[src/rtl/icap_arb_pkg.sv]
// Shared types and helpers for the ICAP sharing arbiter.
// rr_pick scans from a start pointer and wraps, returning the first set request bit.
package icap_arb_pkg;

  localparam int ICAP_W      = 32;
  localparam int MAX_CLIENTS = 8;
  localparam int IDX_W       = 3;

  typedef enum logic [1:0] {
    ST_IDLE    = 2'd0,
    ST_GRANT   = 2'd1,
    ST_RELEASE = 2'd2,
    ST_GAP     = 2'd3
  } arb_state_e;

  typedef struct packed {
    logic             vld;
    logic [IDX_W-1:0] idx;
  } rr_pick_t;

  function automatic rr_pick_t rr_pick(input logic [MAX_CLIENTS-1:0] req,
                                       input logic [IDX_W-1:0]       ptr,
                                       input int                     n);
    rr_pick_t r;
    int       j;
    r = '0;
    for (int i = 0; i < MAX_CLIENTS; i++) begin
      j = int'(ptr) + i;
      if (j >= n) j = j - n;
      if (i < n && j < MAX_CLIENTS && !r.vld && req[j[IDX_W-1:0]]) begin
        r.vld = 1'b1;
        r.idx = j[IDX_W-1:0];
      end
    end
    return r;
  endfunction

endpackage

[src/rtl/icap_idle_detect.sv]
// Saturating idle counter for the current ICAP holder.
// The flag is the counter MSB, so it sets after 2**(CNT_W-1) idle cycles and holds.
module icap_idle_detect #(
  parameter int CNT_W = 5
) (
  input  logic icap_clk,
  input  logic icap_rst_n,
  input  logic clr,
  output logic idle_flag
);

  logic [CNT_W-1:0] cnt;

  always_ff @(posedge icap_clk or negedge icap_rst_n) begin
    if (!icap_rst_n) begin
      cnt <= '0;
    end else if (clr) begin
      cnt <= '0;
    end else if (!cnt[CNT_W-1]) begin
      cnt <= cnt + 1'b1;
    end
  end

  assign idle_flag = cnt[CNT_W-1];

endmodule

[src/rtl/icap_share_arbiter.sv]
// N-client round-robin arbiter in front of the single ICAP primitive.
// Owns grant/release handshakes, the inter-grant gap and the registered ICAP write mux.
//
//   state      | meaning
//   -----------+--------------------------------------------------------------
//   ST_IDLE    | no holder; grant the next requester when the ICAP is available
//   ST_GRANT   | one client holds the ICAP
//   ST_RELEASE | holder is asked (cli_rel) to give the ICAP up
//   ST_GAP     | GAP_CYC cycles with no grant and CSIB high before re-arbitration
module icap_share_arbiter
  import icap_arb_pkg::*;
#(
  parameter int N_CLIENTS  = 2,
  parameter int IDLE_CNT_W = 5,
  parameter int GAP_CYC    = 2
) (
  input  logic                                                icap_clk,
  input  logic                                                icap_rst_n,
  input  logic                                                icap_avail,
  input  logic [N_CLIENTS-1:0]                                cli_en,
  input  logic [N_CLIENTS-1:0]                                cli_req,
  output logic [N_CLIENTS-1:0]                                cli_gnt,
  output logic [N_CLIENTS-1:0]                                cli_rel,
  input  logic [N_CLIENTS-1:0]                                cli_intr,
  input  logic [N_CLIENTS-1:0]                                cli_busy,
  input  logic [N_CLIENTS-1:0]                                cli_csib,
  input  logic [N_CLIENTS-1:0]                                cli_rdwrb,
  input  logic [ICAP_W*N_CLIENTS-1:0]                         cli_icap_i,
  output logic                                                icap_csib,
  output logic                                                icap_rdwrb,
  output logic [ICAP_W-1:0]                                   icap_i,
  output logic [((N_CLIENTS > 1) ? $clog2(N_CLIENTS) : 1)-1:0] grant_id,
  output logic                                                grant_vld,
  output logic                                                idle_flag
);

  localparam int ID_W  = (N_CLIENTS > 1) ? $clog2(N_CLIENTS) : 1;
  localparam int GAP_W = (GAP_CYC > 1) ? $clog2(GAP_CYC) : 1;
  localparam logic [GAP_W-1:0] GAP_LD = (GAP_CYC > 0) ? GAP_W'(GAP_CYC - 1) : '0;

  arb_state_e           state, state_nxt;
  logic [N_CLIENTS-1:0] gnt_nxt, rel_nxt;
  logic [ID_W-1:0]      id_nxt, rr_ptr, rr_nxt, pick_id;
  logic                 vld_nxt;
  logic [GAP_W-1:0]     gap_cnt, gap_nxt;

  logic [N_CLIENTS-1:0] ereq;
  logic                 holder_req, holder_intr, holder_busy, others;
  rr_pick_t             pick;

  assign ereq        = cli_req & cli_en;
  assign holder_req  = ereq[grant_id];
  assign holder_intr = cli_intr[grant_id];
  assign holder_busy = cli_busy[grant_id];
  // gnt is one-hot on the holder, so masking it off leaves only competitors
  assign others      = |(ereq & ~cli_gnt);
  assign pick        = rr_pick(MAX_CLIENTS'(ereq), IDX_W'(rr_ptr), N_CLIENTS);
  assign pick_id     = ID_W'(pick.idx);

  always_comb begin
    state_nxt = state;
    gnt_nxt   = cli_gnt;
    rel_nxt   = cli_rel;
    id_nxt    = grant_id;
    vld_nxt   = grant_vld;
    rr_nxt    = rr_ptr;
    gap_nxt   = gap_cnt;
    unique case (state)
      ST_IDLE: begin
        if (icap_avail && pick.vld) begin
          state_nxt = ST_GRANT;
          gnt_nxt   = N_CLIENTS'(1) << pick_id;
          vld_nxt   = 1'b1;
          id_nxt    = pick_id;
          rr_nxt    = (pick_id == ID_W'(N_CLIENTS - 1)) ? '0 : pick_id + 1'b1;
        end
      end
      ST_GRANT, ST_RELEASE: begin
        if (!holder_req) begin
          state_nxt = (GAP_CYC == 0) ? ST_IDLE : ST_GAP;
          gnt_nxt   = '0;
          rel_nxt   = '0;
          vld_nxt   = 1'b0;
          gap_nxt   = GAP_LD;
        end else if (state == ST_GRANT) begin
          if (N_CLIENTS > 1 && others && (holder_intr || idle_flag)) begin
            state_nxt = ST_RELEASE;
            rel_nxt   = cli_gnt;
          end
        end else if (!others && !(holder_intr || idle_flag)) begin
          state_nxt = ST_GRANT;
          rel_nxt   = '0;
        end
      end
      ST_GAP: begin
        if (gap_cnt == '0) state_nxt = ST_IDLE;
        else               gap_nxt   = gap_cnt - 1'b1;
      end
      default: state_nxt = ST_IDLE;
    endcase
  end

  always_ff @(posedge icap_clk or negedge icap_rst_n) begin
    if (!icap_rst_n) begin
      state     <= ST_IDLE;
      cli_gnt   <= '0;
      cli_rel   <= '0;
      grant_id  <= '0;
      grant_vld <= 1'b0;
      rr_ptr    <= '0;
      gap_cnt   <= '0;
    end else begin
      state     <= state_nxt;
      cli_gnt   <= gnt_nxt;
      cli_rel   <= rel_nxt;
      grant_id  <= id_nxt;
      grant_vld <= vld_nxt;
      rr_ptr    <= rr_nxt;
      gap_cnt   <= gap_nxt;
    end
  end

  // The mux idles on the first grant cycle and on the cycle the grant drops.
  always_ff @(posedge icap_clk or negedge icap_rst_n) begin
    if (!icap_rst_n) begin
      icap_csib  <= 1'b1;
      icap_rdwrb <= 1'b1;
      icap_i     <= '0;
    end else if (grant_vld && vld_nxt) begin
      icap_csib  <= cli_csib[grant_id];
      icap_rdwrb <= cli_rdwrb[grant_id];
      icap_i     <= cli_icap_i[int'(grant_id)*ICAP_W +: ICAP_W];
    end else begin
      icap_csib  <= 1'b1;
      icap_rdwrb <= 1'b1;
      icap_i     <= '0;
    end
  end

  logic idle_clr;
  assign idle_clr = !grant_vld || !vld_nxt || holder_busy;

  icap_idle_detect #(
    .CNT_W (IDLE_CNT_W)
  ) u_idle (
    .icap_clk   (icap_clk),
    .icap_rst_n (icap_rst_n),
    .clr        (idle_clr),
    .idle_flag  (idle_flag)
  );

endmodule

[config.mk]
export PLATFORM = sky130hd
export DESIGN_NAME = icap_share_arbiter
export DESIGN_NICKNAME = d
export VERILOG_FILES = /design/src/rtl/icap_arb_pkg.sv /design/src/rtl/icap_idle_detect.sv /design/src/rtl/icap_share_arbiter.sv
export SDC_FILE = /design/constraint.sdc
export NUM_CORES = 1
export LEC_CHECK = 0
export BUFFER_PORTS_ARGS = -buffer_cell sky130_fd_sc_hd__buf_4
export CAP_MARGIN = 0
export CORE_UTILIZATION = 45
export DETAILED_ROUTE_END_ITERATION = 8
export GPL_TIMING_DRIVEN = 0
export PLACE_DENSITY_LB_ADDON = 0.08
export SLEW_MARGIN = 0
export SYNTH_ARGS = -nofsm -noshare
export SYNTH_HDL_FRONTEND = slang
export SYNTH_SLANG_ARGS = --single-unit
[constraint.sdc]
create_clock -name icap_clk -period 2.3 [get_ports icap_clk]
set_clock_uncertainty 0.1 [all_clocks]
set_input_delay 0.69 -clock icap_clk [delete_from_list [all_inputs] [get_ports icap_clk]]
set_output_delay 0.69 -clock icap_clk [all_outputs]
set_load 0.02 [all_outputs]
==> results.txt <==
Clock Tree Buf Depth: 2
R2R depth: 7
Crit Path Category: flip-flop to flip-flop
Cells after Synth: 206
count leader, synth: dfrtp_1
Synth cell types: 39
Post-synth EDFFs: 0
post_cts resized: 0
Final ANT Viol Nets: 0
Data arrival, critical path: 2.19 ns
GPL Wtd Cong: 0.8940
# DRC: 0
share of cells above drive strength 1: 40.54%
fraction of registers with async set/reset: 100.0%
Die Y: 73.55 um
total die area: 5409 um^2
largest net degree at the start of global routing: 50
Peak VDD IR: 0.4917 mV
worst-path fanout max: 10
htree depth: 2
Setup WS pre-CTS: 0.1875 ns
Synth Cell Area: 2303 um^2
die width: 73.55 um
Fill cells: 412
Top FF cell, synth: dfrtp_1
Layout Cells excl Fill: 400
vias in the first global route: 1993
I/O pins: 120
Design Area, Final: 3364 um^2
Root Buffer: clkbuf_8
CTS tree: built
Final Cycle Share: 92.36%
initial antenna violation count: 0
Startpoint Class: flip-flop
Pre-antenna DRT Iters: 4
sequential fraction of the synthesis area: 53.34%
Via Count: 1996
total power: 2892 uW
overall routing resource usage: 22.04%
Worst Setup End Kind: flip-flop
total core area: 4817 um^2
final number of hold-violating endpoints: 0
WL per Instance: 13.77 um
PD cells: 859.7 nW/um^2
dpl cell area: 3281 um^2
synthesized flop and latch total: 49
final worst slack: 0.1757 ns
Skew-Pair Late Insertion Delay: 0.30 ns
share of the synthesized area in the top cell type: 51.06%
clk sink count: 49
CTS Hold Buffers Added: 0
Post-Route WL: 5509 um
drt initial violations: 148
grt ovf: 0
setup_tns: 0 ns
Placed Instances: 392
YS warnings: 0
RSZ-0062 raised after global routing: false
final worst path period need: 2.124 ns
Post-synth top cells: dfrtp_1, nor2_1, mux2i_1
Critical Path RT: 2.37 ns
Post-Syn Area per Cell: 11.18 um^2
post-CTS setup buffer count: 0
Area Overhead vs Synth: 46.06%
Synth Net Count: 289
nets@finish: 415
row count: 25
max-slew violation count: 0
Min-Delay Path Class: primary input to async pin
outcome: completed
Final Setup Violations: 0
max-cap viol count: 0
detailed placer's ending HPWL: 4285 um
Worst-Margin Slew: 0.6035 ns
post-synth top area cell: dfrtp_1
I/O Buffers: 119
Leakage: 0.001756 uW
Achievable Freq: 0.4707 GHz
Antenna diodes: 0
Slew headroom: 59.77%
first-pass GRT wire length: 8852 um
Via density: 4.990
Area contributors post-synth: dfrtp_1, mux2i_1, nor2_1
CTS Buf Count: 5
Clock transition at path regs: 0.09 ns
Initial Util: 47.82%
-- cell usage in the layout, fill, tap and decap left out, types with 2 or more instances in the layout --
| master | n |
|---|---|
| inv_1 | 8 |
| mux2i_1 | 36 |
| nor2_1 | 37 |
| clkbuf_1 | 5 |
| a211oi_1 | 3 |
| a221oi_1 | 2 |
| a32oi_1 | 2 |
| dfrtp_1 | 47 |
| nand3_1 | 4 |
| o2bb2ai_1 | 2 |
| o21ai_0 | 6 |
| ha_1 | 4 |
| nand3b_1 | 2 |
| buf_6 | 2 |
| nand4_1 | 4 |
| dfstp_2 | 2 |
| a211o_1 | 4 |
| buf_4 | 119 |
| a22oi_1 | 2 |
| buf_2 | 4 |
| nor2b_1 | 5 |
| clkbuf_8 | 5 |
| nand2_1 | 8 |
| xor2_1 | 2 |
-- worst max-delay path, stage by stage, from the launching register on --
cell      delay (ns)
dfrtp_1         0.40
inv_1           0.09
ha_1            0.38
nand4b_1        0.20
a31o_1          0.18
buf_6           0.13
clkbuf_1        0.37
o31ai_1         0.13
-- power by group --
group          internal, uW  leakage, uW  switching (uW)
Sequential              985     0.000664            70.5
Clock                   216    0.0000385             281
Combinational           613      0.00105             728
-- routing by layer --
layer  vias to the layer above  routed length (um)  GRT usage (%)
met5                         -                   0              0
met4                         0                 167          11.11
met3                        15                 450          7.133
met2                        75                2806          37.41
met1                       924                2085          24.78
li1                        982                   -              -
-- cell families (layout without fill, tap and decap cells) --
| kind of cell | Yosys count | count (layout) | share of synthesized area, % |
|---|---|---|---|
| adders and majority gates | 4 | 4 | 2.173 |
| muxes | 37 | 37 | 16.24 |
| buffers and inverters | 17 | 144 | 3.639 |
| AOI/OAI and AO/OA | 33 | 33 | 11.08 |
| DFF | 49 | 49 | 53.34 |
| and+or+nand+nor | 63 | 63 | 12.38 |
| xor gates and xnor gates | 3 | 3 | 1.141 |
-- final cells by class --
class	instances	area, um^2	share of cell area [%]
clock inverter	1	7.507	0.2231
buffer	9	53.80	1.599
sequential	49	1229	36.52
clock buffer	7	76.32	2.268
tap	67	83.83	2.492
multi-input combinational	140	991.0	29.45
inverter	8	30.03	0.8925
timing repair buffer	119	893.4	26.55
-- registers in the layout, indices dropped and copies added (netlist names) --
name / count
cli_rel: 2
gap_cnt: 1
u_idle.cnt: 5
rr_ptr: 1
cli_gnt: 2
state: 2
icap_i: 32
icap_rdwrb: 1
grant_id: 1
grant_vld: 1
icap_csib: 1
-- worst paths after layout --
check	end	slack (ns)	startpoint
hold reg to reg	rr_ptr	0.37	rr_ptr
min in group icap_clk	rr_ptr	0.37	rr_ptr
setup reg to reg	grant_vld	0.18	state[0]
hold / removal	icap_i[0]	0.30	icap_rst_n
setup / recovery	grant_vld	0.18	state[0]
max in group asynchronous	icap_i[9]	1.40	icap_rst_n
-- metrics by stage --
step	utilization, %	hold slack, ns
4_1_cts	69.84	0.3087
5_1_grt	69.84	0.3407
3_5_place_dp	68.10	0.3656
2_1_floorplan	-	0.2944
6_report	69.84	0.2964
3_3_place_gp	68.10	0.3544
(Power assumes the default switching activity.)
